[config.mk]
export PLATFORM = sky130hd
export DESIGN_NAME = cpu_core
export DESIGN_NICKNAME = d
export VERILOG_FILES = /design/src/rtl/cpu_core.sv
export SDC_FILE = /design/constraint.sdc
export NUM_CORES = 1
export LEC_CHECK = 0
export ABC_AREA = 0
export BUFFER_PORTS_ARGS = -buffer_cell sky130_fd_sc_hd__buf_2
export CELL_PAD_IN_SITES_DETAIL_PLACEMENT = 1
export CELL_PAD_IN_SITES_GLOBAL_PLACEMENT = 1
export CORE_MARGIN = 2
export CORE_UTILIZATION = 35
export DETAILED_ROUTE_END_ITERATION = 8
export PLACE_DENSITY = 0.58
export RECOVER_POWER = 50
export SETUP_SLACK_MARGIN = 0.5
export SLEW_MARGIN = 30
export SYNTH_ARGS = -nofsm -noshare
export SYNTH_HDL_FRONTEND = slang
export SYNTH_SLANG_ARGS = --single-unit
[constraint.sdc]
create_clock -name clk -period 7.5 [get_ports clk]
set_clock_uncertainty 0.2 [all_clocks]
set_input_delay 0 -clock clk [delete_from_list [all_inputs] [get_ports clk]]
set_output_delay 0 -clock clk [all_outputs]
set_load 0.02 [all_outputs]
[src/rtl/cpu_core.sv]
// cpu_core: multi-cycle 16-bit register machine.
// Fetches 32-bit instructions from an external instruction RAM and works on
// an external byte-wide data RAM. It raises finish when it executes HALT.
//
// state | meaning
// ------+---------------------------------------------------------------
// FETCH | PC is on addr_inst_ram; the instruction RAM is reading the word
// DECODE| IR <= dout_inst_ram
// EXEC  | ALU writeback, PC update, STORE strobe; LOAD address presented
// MEMRD | rd <= {8'h00, dout_data_ram}, PC+1 (LOAD only)
// DONE  | HALT reached; finish=1 until reset
module cpu_core (
    input  logic        clk,
    input  logic        reset,
    input  logic        enable,
    output logic        data_ram_we,
    output logic [15:0] addr_data_ram,
    output logic [7:0]  din_data_ram,
    input  logic [7:0]  dout_data_ram,
    output logic        inst_ram_we,
    output logic [9:0]  addr_inst_ram,
    output logic [31:0] din_inst_ram,
    input  logic [31:0] dout_inst_ram,
    output logic        finish
);

    typedef enum logic [2:0] {
        ST_FETCH  = 3'd0,
        ST_DECODE = 3'd1,
        ST_EXEC   = 3'd2,
        ST_MEMRD  = 3'd3,
        ST_DONE   = 3'd4
    } state_t;

    localparam logic [3:0] OP_NOP   = 4'h0;
    localparam logic [3:0] OP_LDI   = 4'h1;
    localparam logic [3:0] OP_LOAD  = 4'h2;
    localparam logic [3:0] OP_STORE = 4'h3;
    localparam logic [3:0] OP_ADD   = 4'h4;
    localparam logic [3:0] OP_SUB   = 4'h5;
    localparam logic [3:0] OP_ADDI  = 4'h6;
    localparam logic [3:0] OP_SHR   = 4'h7;
    localparam logic [3:0] OP_SHL   = 4'h8;
    localparam logic [3:0] OP_AND   = 4'h9;
    localparam logic [3:0] OP_JMP   = 4'hA;
    localparam logic [3:0] OP_JZ    = 4'hB;
    localparam logic [3:0] OP_JNZ   = 4'hC;
    localparam logic [3:0] OP_HALT  = 4'hF;

    state_t      r_state;
    state_t      w_state_next;
    logic [9:0]  r_pc;
    logic [31:0] r_ir;
    logic [15:0] r_regs [16];

    logic [3:0]  w_op;
    logic [3:0]  w_rd;
    logic [3:0]  w_ra;
    logic [3:0]  w_rb;
    logic [15:0] w_imm;
    logic [15:0] w_ra_val;
    logic [15:0] w_rb_val;
    logic [15:0] w_alu_result;
    logic        w_alu_we;
    logic        w_jump_taken;
    logic        w_is_mem_op;

    assign w_op  = r_ir[31:28];
    assign w_rd  = r_ir[27:24];
    assign w_ra  = r_ir[23:20];
    assign w_rb  = r_ir[19:16];
    assign w_imm = r_ir[15:0];

    // R0 is hard-wired to zero on read
    assign w_ra_val = (w_ra == 4'd0) ? 16'h0000 : r_regs[w_ra];
    assign w_rb_val = (w_rb == 4'd0) ? 16'h0000 : r_regs[w_rb];

    // ALU result and writeback qualifier for register-writing opcodes
    always_comb begin
        w_alu_result = 16'h0000;
        w_alu_we     = 1'b0;
        case (w_op)
            OP_LDI:  begin w_alu_result = w_imm;                   w_alu_we = 1'b1; end
            OP_ADD:  begin w_alu_result = w_ra_val + w_rb_val;     w_alu_we = 1'b1; end
            OP_SUB:  begin w_alu_result = w_ra_val - w_rb_val;     w_alu_we = 1'b1; end
            OP_ADDI: begin w_alu_result = w_ra_val + w_imm;        w_alu_we = 1'b1; end
            OP_SHR:  begin w_alu_result = w_ra_val >> w_imm[3:0];  w_alu_we = 1'b1; end
            OP_SHL:  begin w_alu_result = w_ra_val << w_imm[3:0];  w_alu_we = 1'b1; end
            OP_AND:  begin w_alu_result = w_ra_val & w_rb_val;     w_alu_we = 1'b1; end
            default: begin w_alu_result = 16'h0000;                w_alu_we = 1'b0; end
        endcase
    end

    // Branch decision for JMP/JZ/JNZ
    always_comb begin
        w_jump_taken = 1'b0;
        case (w_op)
            OP_JMP:  w_jump_taken = 1'b1;
            OP_JZ:   w_jump_taken = (w_ra_val == 16'h0000);
            OP_JNZ:  w_jump_taken = (w_ra_val != 16'h0000);
            default: w_jump_taken = 1'b0;
        endcase
    end

    // State register; enable=0 freezes the sequencer in place
    always_ff @(posedge clk) begin
        if (!reset) begin
            r_state <= ST_FETCH;
        end else if (enable) begin
            r_state <= w_state_next;
        end
    end

    // Next-state logic
    always_comb begin
        w_state_next = r_state;
        case (r_state)
            ST_FETCH:  w_state_next = ST_DECODE;
            ST_DECODE: w_state_next = ST_EXEC;
            ST_EXEC: begin
                if (w_op == OP_LOAD)
                    w_state_next = ST_MEMRD;
                else if (w_op == OP_HALT)
                    w_state_next = ST_DONE;
                else
                    w_state_next = ST_FETCH;
            end
            ST_MEMRD:  w_state_next = ST_FETCH;
            ST_DONE:   w_state_next = ST_DONE;
            default:   w_state_next = ST_FETCH;
        endcase
    end

    // Output decode; data RAM address/data only reflect registers for LOAD/STORE
    always_comb begin
        w_is_mem_op   = (w_op == OP_LOAD) || (w_op == OP_STORE);
        addr_data_ram = w_is_mem_op ? w_ra_val : 16'h0000;
        din_data_ram  = w_is_mem_op ? w_rb_val[7:0] : 8'h00;
        data_ram_we   = (r_state == ST_EXEC) && (w_op == OP_STORE) && enable;
        finish        = (r_state == ST_DONE);
    end

    assign inst_ram_we   = 1'b0;
    assign din_inst_ram  = 32'h0000_0000;
    assign addr_inst_ram = r_pc;

    // Datapath: PC, IR and register file updates per state
    always_ff @(posedge clk) begin
        if (!reset) begin
            r_pc <= 10'd0;
            r_ir <= 32'h0000_0000;
            for (int i = 0; i < 16; i++) begin
                r_regs[i] <= 16'h0000;
            end
        end else if (enable) begin
            case (r_state)
                ST_DECODE: r_ir <= dout_inst_ram;
                ST_EXEC: begin
                    if (w_alu_we && (w_rd != 4'd0))
                        r_regs[w_rd] <= w_alu_result;
                    if (w_op == OP_HALT || w_op == OP_LOAD)
                        r_pc <= r_pc;
                    else if (w_jump_taken)
                        r_pc <= w_imm[9:0];
                    else
                        r_pc <= r_pc + 10'd1;
                end
                ST_MEMRD: begin
                    if (w_rd != 4'd0)
                        r_regs[w_rd] <= {8'h00, dout_data_ram};
                    r_pc <= r_pc + 10'd1;
                end
                default: r_pc <= r_pc;
            endcase
        end
    end

endmodule

==> out/metrics.csv, run 1 <==
stage;metric;value;unit
timing;Tcrit/Tclk final;89.7;%
critical_path;crit end category;flop;
logic_synthesis;Synth area leaders;edfxtp_1 (40%), mux4_2 (17%), nor2_1 (6.6%);
critical_path;worst path arrival time;6.80;ns
critical_path;critical path class;flop to flop;
timing;setup TNS;0;ns
timing;Tmin final;6.73;ns
outcome;outcome;finished with violations;
job;max-cap violations;4;
critical_path;Worst path slowest cell;a221oi_1;
detailed_routing;drt pass-1 iters;5;
clock_network;maximum clock path buffer count;3;
cells_and_area;Final Util;40.1;%
logic_synthesis;post-synth top area share;40.0;%
floorplan;starting density of the core;35.5;%
logic_synthesis;Distinct cells, synth;93;
cells_and_area;share of cells above drive strength 1;19.2;%
critical_path;worst path bufs/invs;0;
global_routing;initial antenna violation count;0;
cells_and_area;Inserted Diodes;0;
global_routing;GRT Util Overall;25.5;%
clock_network;Clock Sinks;309;
timing;worst slew pin tran;2.31;ns
timing;Final Hold Viols;0;
floorplan;# IOs;112;
logic_synthesis;#FFs+latches synth;309;
cells_and_area;Seq. cell area;8750;um2
floorplan;DIE AREA;56700;um2
placement;Port Buf Inserts;78;
detailed_routing;routed wire length;72.3;mm
logic_synthesis;prevailing post-synth register cell;edfxtp_1;
logic_synthesis;Yosys Warn Count;0;
global_routing;Overflow after GRT;0;
cells_and_area;Multi-input gate area;9590;um2
pwr;leakage dissipation;7.46;nW
logic_synthesis;leading area contributor after synthesis;edfxtp_1;
global_routing;vias in the first global route;15600;
critical_path;Setup crit start kind;flop;
critical_path;cell family with most CP delay;compound AO/OA/AOI/OAI gates;
logic_synthesis;cell count after synthesis;1726;
detailed_routing;DR WL/cell;28.5;um
detailed_routing;ANT nets after route;0;
cells_and_area;final-layout fill cell count;5851;
cells_and_area;final instance area;21600;um2
min_path;HP Class;input port to flop;
detailed_routing;DRC Markers;0;
detailed_routing;Vias;15200;
pwr;Peak VDD IR;0.000142;V
timing;RSZ-0062 raised after global routing;false;
logic_synthesis;Async SR Flop Fraction;0;%
global_routing;global-route wire length before repair;107;mm
placement;GP Congestion;0.968;
clock_network;H-tree levels;2;
clock_network;CTS tree;built;
outcome;failing checks;capacitance limit, slew limit;
logic_synthesis;Syn Area/Cell;11.1;um2
clock_network;post-cts resize count;0;
placement;Cell Area, Placed;20100;um2
floorplan;Row Count;85;
logic_synthesis;EDFF count, synth;256;
timing;Worst slew margin;-54.6;%
detailed_routing;Initial DRC Count;1437;
logic_synthesis;Seq/Total Area, Yosys;45.6;%
floorplan;die width;238;um
clock_network;CTS buffer count;38;
pwr;PwrDens;207;nW/um2
critical_path;CP Cell Sequence;mux4_2 > a22o_1 > a221oi_1 > nor4b_4 > o21a_1 > nand2_1 > and4_1 > o21ai_0 > o221ai_1 > ha_1 > a21o_1 > a21oi_1 > a2bb2oi_1 > o31ai_1 > nand2b_1 > a31o_2 > a31oi_1 > mux2i_1 > and4bb_2 > nor2_1;
clock_network;clk slew on worst S/H paths;0.07;ns
timing;Final Setup Violations;0;
critical_path;critical path data required time;7.57;ns
timing;Slew Viols, Final;144;
logic_synthesis;Synth Cell Area;19200;um2
detailed_routing;Vias per Instance;6.00;
clock_network;Root Driver;clkbuf_16;
global_routing;pin count of the biggest net entering global routing;52;
cells_and_area;Layout area overhead;12.7;%
cells_and_area;nets;1875;
timing;max frequency;0.149;GHz
clock_network;latest clock arrival within the worst-skew pair;0.56;ns
critical_path;CP Max Fanout;19;
placement;post-detail-place hpwl;51.3;mm
floorplan;Die Ht;238;um
critical_path;Worst path max stage delay;0.68;ns
floorplan;core region area;54000;um2
==> registers in the layout, indices dropped and copies added (netlist names), named ones only <==
name and flops:
r_regs 256, r_ir 32, addr_inst_ram 10, r_state 3
==> cell families after synthesis <==
group | Yosys count | share of synthesized area, %
compound gates | 319 | 11.7
xor+xnor | 14 | 0.639
simple gates | 663 | 15.2
flops | 309 | 45.6
buf+inv | 191 | 5.47
mux | 212 | 20.3
fa+ha+maj | 17 | 1.15
other cells | 1 | 0.0195
==> through the flow <==
step,worst slack (ns),total power (W),cells,hold slack (ns)
after floorplan,2.26,0.00243,1774,-0.0640
after global placement,1.02,0.00263,2429,0.0447
after CTS,0.851,0.00450,2536,0.00991
final,0.772,0.00448,2538,0.0413
after global routing,0.346,0.00462,2538,0.0491
after detailed placement,0.886,0.00264,2429,0.0498
==> final timing paths <==
path / start / endpoint / slack [ns] / cells past startpoint
worst min register to register: r_ir[17] / flop / 0.28 / 2
worst max register to register: flop / r_regs[3][15] / 0.77 / 20
worst max-delay path: flop / r_regs[3][15] / 0.77 / 20
worst min-delay path: dout_inst_ram[15] / r_ir[15] / 0.04 / 4
==> timing repair <==
| item | 4_1_cts | 5_1_grt |
|---|---|---|
| hold endpoints to repair | 137 | 0 |
| hold buffers | 40 | 0 |
| buffers inserted | 0 | 1 |
| endpoints found under the setup margin | 0 | 30 |
==> layout make-up <==
class,instances,area share [%]
repair buffers,166,5.10
well taps,696,4.02
inverters,26,0.457
clock buffers,48,4.61
clock inverters,19,1.04
flip-flops and latches,309,40.4
multi-input cells,1274,44.3
==> metal layers <==
| layer | part of all wire [%] | routed length (um) | up-vias | GRT usage, % |
|---|---|---|---|---|
| met4 | 4.0 | 2900 | 0 | 9.77 |
| met3 | 6.0 | 4360 | 152 | 3.71 |
| li1 | - | - | 6626 | - |
| met1 | 42 | 30600 | 7880 | 34.1 |
| met2 | 48 | 34500 | 577 | 42.0 |
| met5 | 0 | 0 | - | 0 |
==> placed cells by master (no fill, tap or decap), types with 38 or more instances in the layout <==
cell type | netlist | routed
clkbuf_16 | 0 | 38
dlygate4sd3_1 | 0 | 40
a21oi_1 | 88 | 88
nor2_1 | 340 | 341
nand3_1 | 39 | 39
edfxtp_1 | 256 | 256
dfxtp_1 | 53 | 50
nand2_1 | 163 | 160
mux4_2 | 141 | 141
mux2i_1 | 65 | 65
buf_2 | 26 | 60
conb_1 | 1 | 49
==> synthesized netlist by cell type (all sizes together) (9+ instances only) <==
cell      n
nor2b    12
o31ai     9
edfxtp  256
nand2b   15
dfxtp    53
a211oi   18
and2     17
nor2    342
o22ai    29
nand3    40
ha       16
a221oi   14
xnor2    10
o211ai   13
mux4    141
nor3     20
inv      23
nand2   165
a21oi    90
clkbuf   74
nand4    14
buf      91
a21o     13
mux2i    65
o21ai    42
a31oi    19
==> tightest hold or removal path: stages <==
cell           delay, ns
dlygate4sd3_1       0.53
buf_2               0.12
nand2_1             0.05
a21oi_1             0.05
==> report_power, final <==
group | leakage (nW) | switching, W | internal [W]
combinational | 3.80 | 0.000419 | 0.000243
clock | 0.596 | 0.000761 | 0.00109
sequential | 3.07 | 0.0000521 | 0.00192
No activity file was read; power rests on OpenSTA's default activity.
==> run 2, diff against run 1 <==
CORE_UTILIZATION = 50   (was 35)
PLACE_DENSITY = 0.79   (was 0.58)
==> out/metrics.csv, run 2 (synthesis results as in run 1) <==
stage;metric;value;unit;change
outcome;outcome;finished with violations;;
outcome;failing checks;capacitance limit, slew limit;;
detailed_routing;DRC Markers;0;;unchanged
floorplan;# IOs;112;;unchanged
placement;post-detail-place hpwl;50.1;mm;-2.4%
detailed_routing;routed wire length;72.1;mm;-0.22%
critical_path;Worst path max stage delay;1.04;ns;+0.36 ns
timing;setup TNS;0;ns;unchanged
cells_and_area;final non-filler cell total;2341;;-7.8%
critical_path;Worst path slowest cell;clkbuf_1;;
timing;final worst setup slack;0.611;ns;-0.160 ns
cells_and_area;most frequent cells in the layout;nor2_1 (340), edfxtp_1 (256), nand2_1 (162), mux4_2 (141), a21oi_1 (88);;
pwr;PwrDens;201;nW/um2;-2.6%
critical_path;CP Max Fanout;19;;unchanged
clock_network;maximum clock path buffer count;3;;unchanged
cells_and_area;most flop-heavy register;r_regs;;
timing;Tmin final;6.89;ns;+0.160 ns
clock_network;CTS buffer count;36;;-5.3%
critical_path;critical path class;flop to flop;;
floorplan;DIE AREA;40000;um2;-30%
global_routing;pin count of the biggest net entering global routing;48;;-7.7%
floorplan;Row Count;71;;-16%
timing;Final Setup Violations;0;;unchanged
pwr;Clock Power Share;38.2;%;-3.0 points
timing;Final Hold Viols;0;;unchanged
min_path;HP Class;input port to flop;;
placement;GP Congestion;0.998;;+3.1%
critical_path;critical path data required time;7.56;ns;about the same
timing;Tcrit/Tclk final;91.9;%;+2.1 points
placement;placed cells;2236;;-7.9%
pwr;leakage dissipation;7.34;nW;-1.6%
cells_and_area;nets;1863;;-0.64%
floorplan;starting density of the core;50.9;%;+15 points
floorplan;die width;200;um;-16%
placement;pre-CTS WS;1.05;ns;+0.165 ns
pwr;P_int;0.00306;W;-5.6%
cells_and_area;commonest non-fill, non-tap cell in the layout;nor2_1;;
clock_network;Clock Sinks;309;;unchanged
placement;Port Buf Inserts;78;;unchanged
clock_network;clk slew on worst S/H paths;0.06;ns;about the same
global_routing;initial antenna violation count;5;;+5
detailed_routing;Initial DRC Count;1751;;+22%
clock_network;latest clock arrival within the worst-skew pair;0.53;ns;-0.03 ns
cells_and_area;share of cells above drive strength 1;18.6;%;-0.61 points
timing;Worst slew margin;-44.1;%;+10 points
timing;RSZ-0062 raised after global routing;false;;
global_routing;Overflow after GRT;0;;unchanged
clock_network;H-tree levels;2;;unchanged
critical_path;Setup crit start kind;flop;;
pwr;Sw Ratio;28.2;%;+0.65 points
detailed_routing;ANT nets after route;0;;unchanged
floorplan;Die Ht;200;um;-16%
critical_path;CP Cell Sequence;clkbuf_1 > inv_1 > mux2i_1 > o22a_1 > inv_1 > ha_1 > a21o_1 > a211oi_1 > o31ai_1 > nand2b_1 > a31o_2 > a31oi_1 > mux2i_1 > and4bb_2 > nor2_1;;
clock_network;CTS tree;built;;
cells_and_area;Layout area overhead;10.2;%;
clock_network;Root Driver;clkbuf_16;;
cells_and_area;final-layout fill cell count;3997;;-32%
global_routing;global-route wire length before repair;107;mm;about the same
pwr;Sw Pwr;0.00120;W;-2.5%
detailed_routing;drt pass-1 iters;5;;unchanged
cells_and_area;max FFs per register;256;;unchanged
floorplan;core region area;37800;um2;-30%
timing;worst slew pin tran;2.16;ns;-0.144 ns
timing;max frequency;0.145;GHz;-2.3%
global_routing;GRT Util Overall;36.7;%;+11 points
detailed_routing;DR WL/cell;30.8;um;+8.2%
pwr;Flop pwr share;46.4;%;+2.4 points
critical_path;worst path arrival time;6.95;ns;+0.15 ns
global_routing;vias in the first global route;16400;;+5.6%
detailed_routing;Vias;16000;;+4.9%
job;max-cap violations;3;;-1
pwr;combinational share of power;15.4;%;+0.6 points
timing;Slew Viols, Final;114;;-21%
detailed_routing;Vias per Instance;6.83;;+14%
critical_path;crit end category;flop;;
clock_network;Post-CTS Setup Inserts;0;;unchanged
pwr;Peak VDD IR;0.000181;V;+27%
==> run 2: changes by cell type in the layout (fill, tap and decap cells not counted), moves of 2 or more <==
cell | before | now
nand2_2 | 5 | 3
bufinv_16 | 4 | 0
nand2_1 | 160 | 162
buf_4 | 37 | 33
clkinv_1 | 6 | 9
clkbuf_1 | 37 | 33
clkinv_2 | 7 | 5
diode_2 | 0 | 3
==> run 2: power by group through the flow <==
stage          Sequential, W  Clock, W  Combinational [W]
5_1_grt              0.00198   0.00168           0.000695
4_1_cts              0.00197   0.00163           0.000636
6_report             0.00198   0.00163           0.000658
3_5_place_dp         0.00201         0           0.000617
2_1_floorplan        0.00197         0           0.000461
3_3_place_gp         0.00200         0           0.000604
==> run 2: repair_timing <==
action,in CTS,in global routing
gates resized for setup,0,0
endpoints found under the hold margin,109,0
hold buffers,39,0
==> run 2: routing by layer <==
| layer | share of wire (%) | GRT usage (%) | routed length [um] | up-vias |
|---|---|---|---|---|
| met4 | 5.3 | 19.6 | 3840 | 0 |
| met5 | 0 | 0 | 0 | - |
| li1 | - | - | - | 6616 |
| met1 | 38 | 47.3 | 27100 | 8061 |
| met3 | 9.9 | 7.61 | 7140 | 227 |
| met2 | 47 | 58.8 | 34000 | 1076 |
==> run 2: stage by stage <==
step | hold WS (ns) | total power [W] | util, % | area (um2)
floorplan | -0.0640 | 0.00243 | - | 19400
global placement | 0.0436 | 0.00260 | 52.3 | 19800
detailed placement | 0.0476 | 0.00263 | 52.4 | 19800
CTS | 0.0214 | 0.00424 | 56.2 | 21200
global route | 0.0714 | 0.00436 | 56.1 | 21200
finish | 0.0608 | 0.00426 | 56.1 | 21200
==> run 2: final timing paths <==
path | cells past startpoint | to | from | slack (ns)
worst max-delay path | 15 | r_regs[12][15] | flop | 0.61
worst min-delay path | 4 | r_regs[12][5] | dout_data_ram[5] | 0.06
worst max register to register | 15 | r_regs[12][15] | flop | 0.61
worst min register to register | 2 | flop | r_ir[18] | 0.32
==> run 2: layout make-up <==
cell class | instances | area (um2) | area share (%)
Antenna cell | 3 | 7.51 | 0.0355
Inverter | 26 | 97.6 | 0.461
Timing Repair Buffer | 156 | 1030 | 4.85
Multi-Input combinational cell | 1274 | 9580 | 45.3
Tap cell | 511 | 639 | 3.02
Clock buffer | 45 | 956 | 4.52
Clock inverter | 17 | 95.1 | 0.449
Sequential cell | 309 | 8760 | 41.4
==> run 2: worst max-delay path: cells and delay by family, from the launching register on <==
family,cells,cell delay [ns]
buffers and inverters,3,1.86
flip-flops,1,0.74
AND/OR/NAND/NOR,3,0.82
adder cells (fa/ha/maj),1,0.37
multiplexers,2,0.48
AO/OA/AOI/OAI,6,2.13
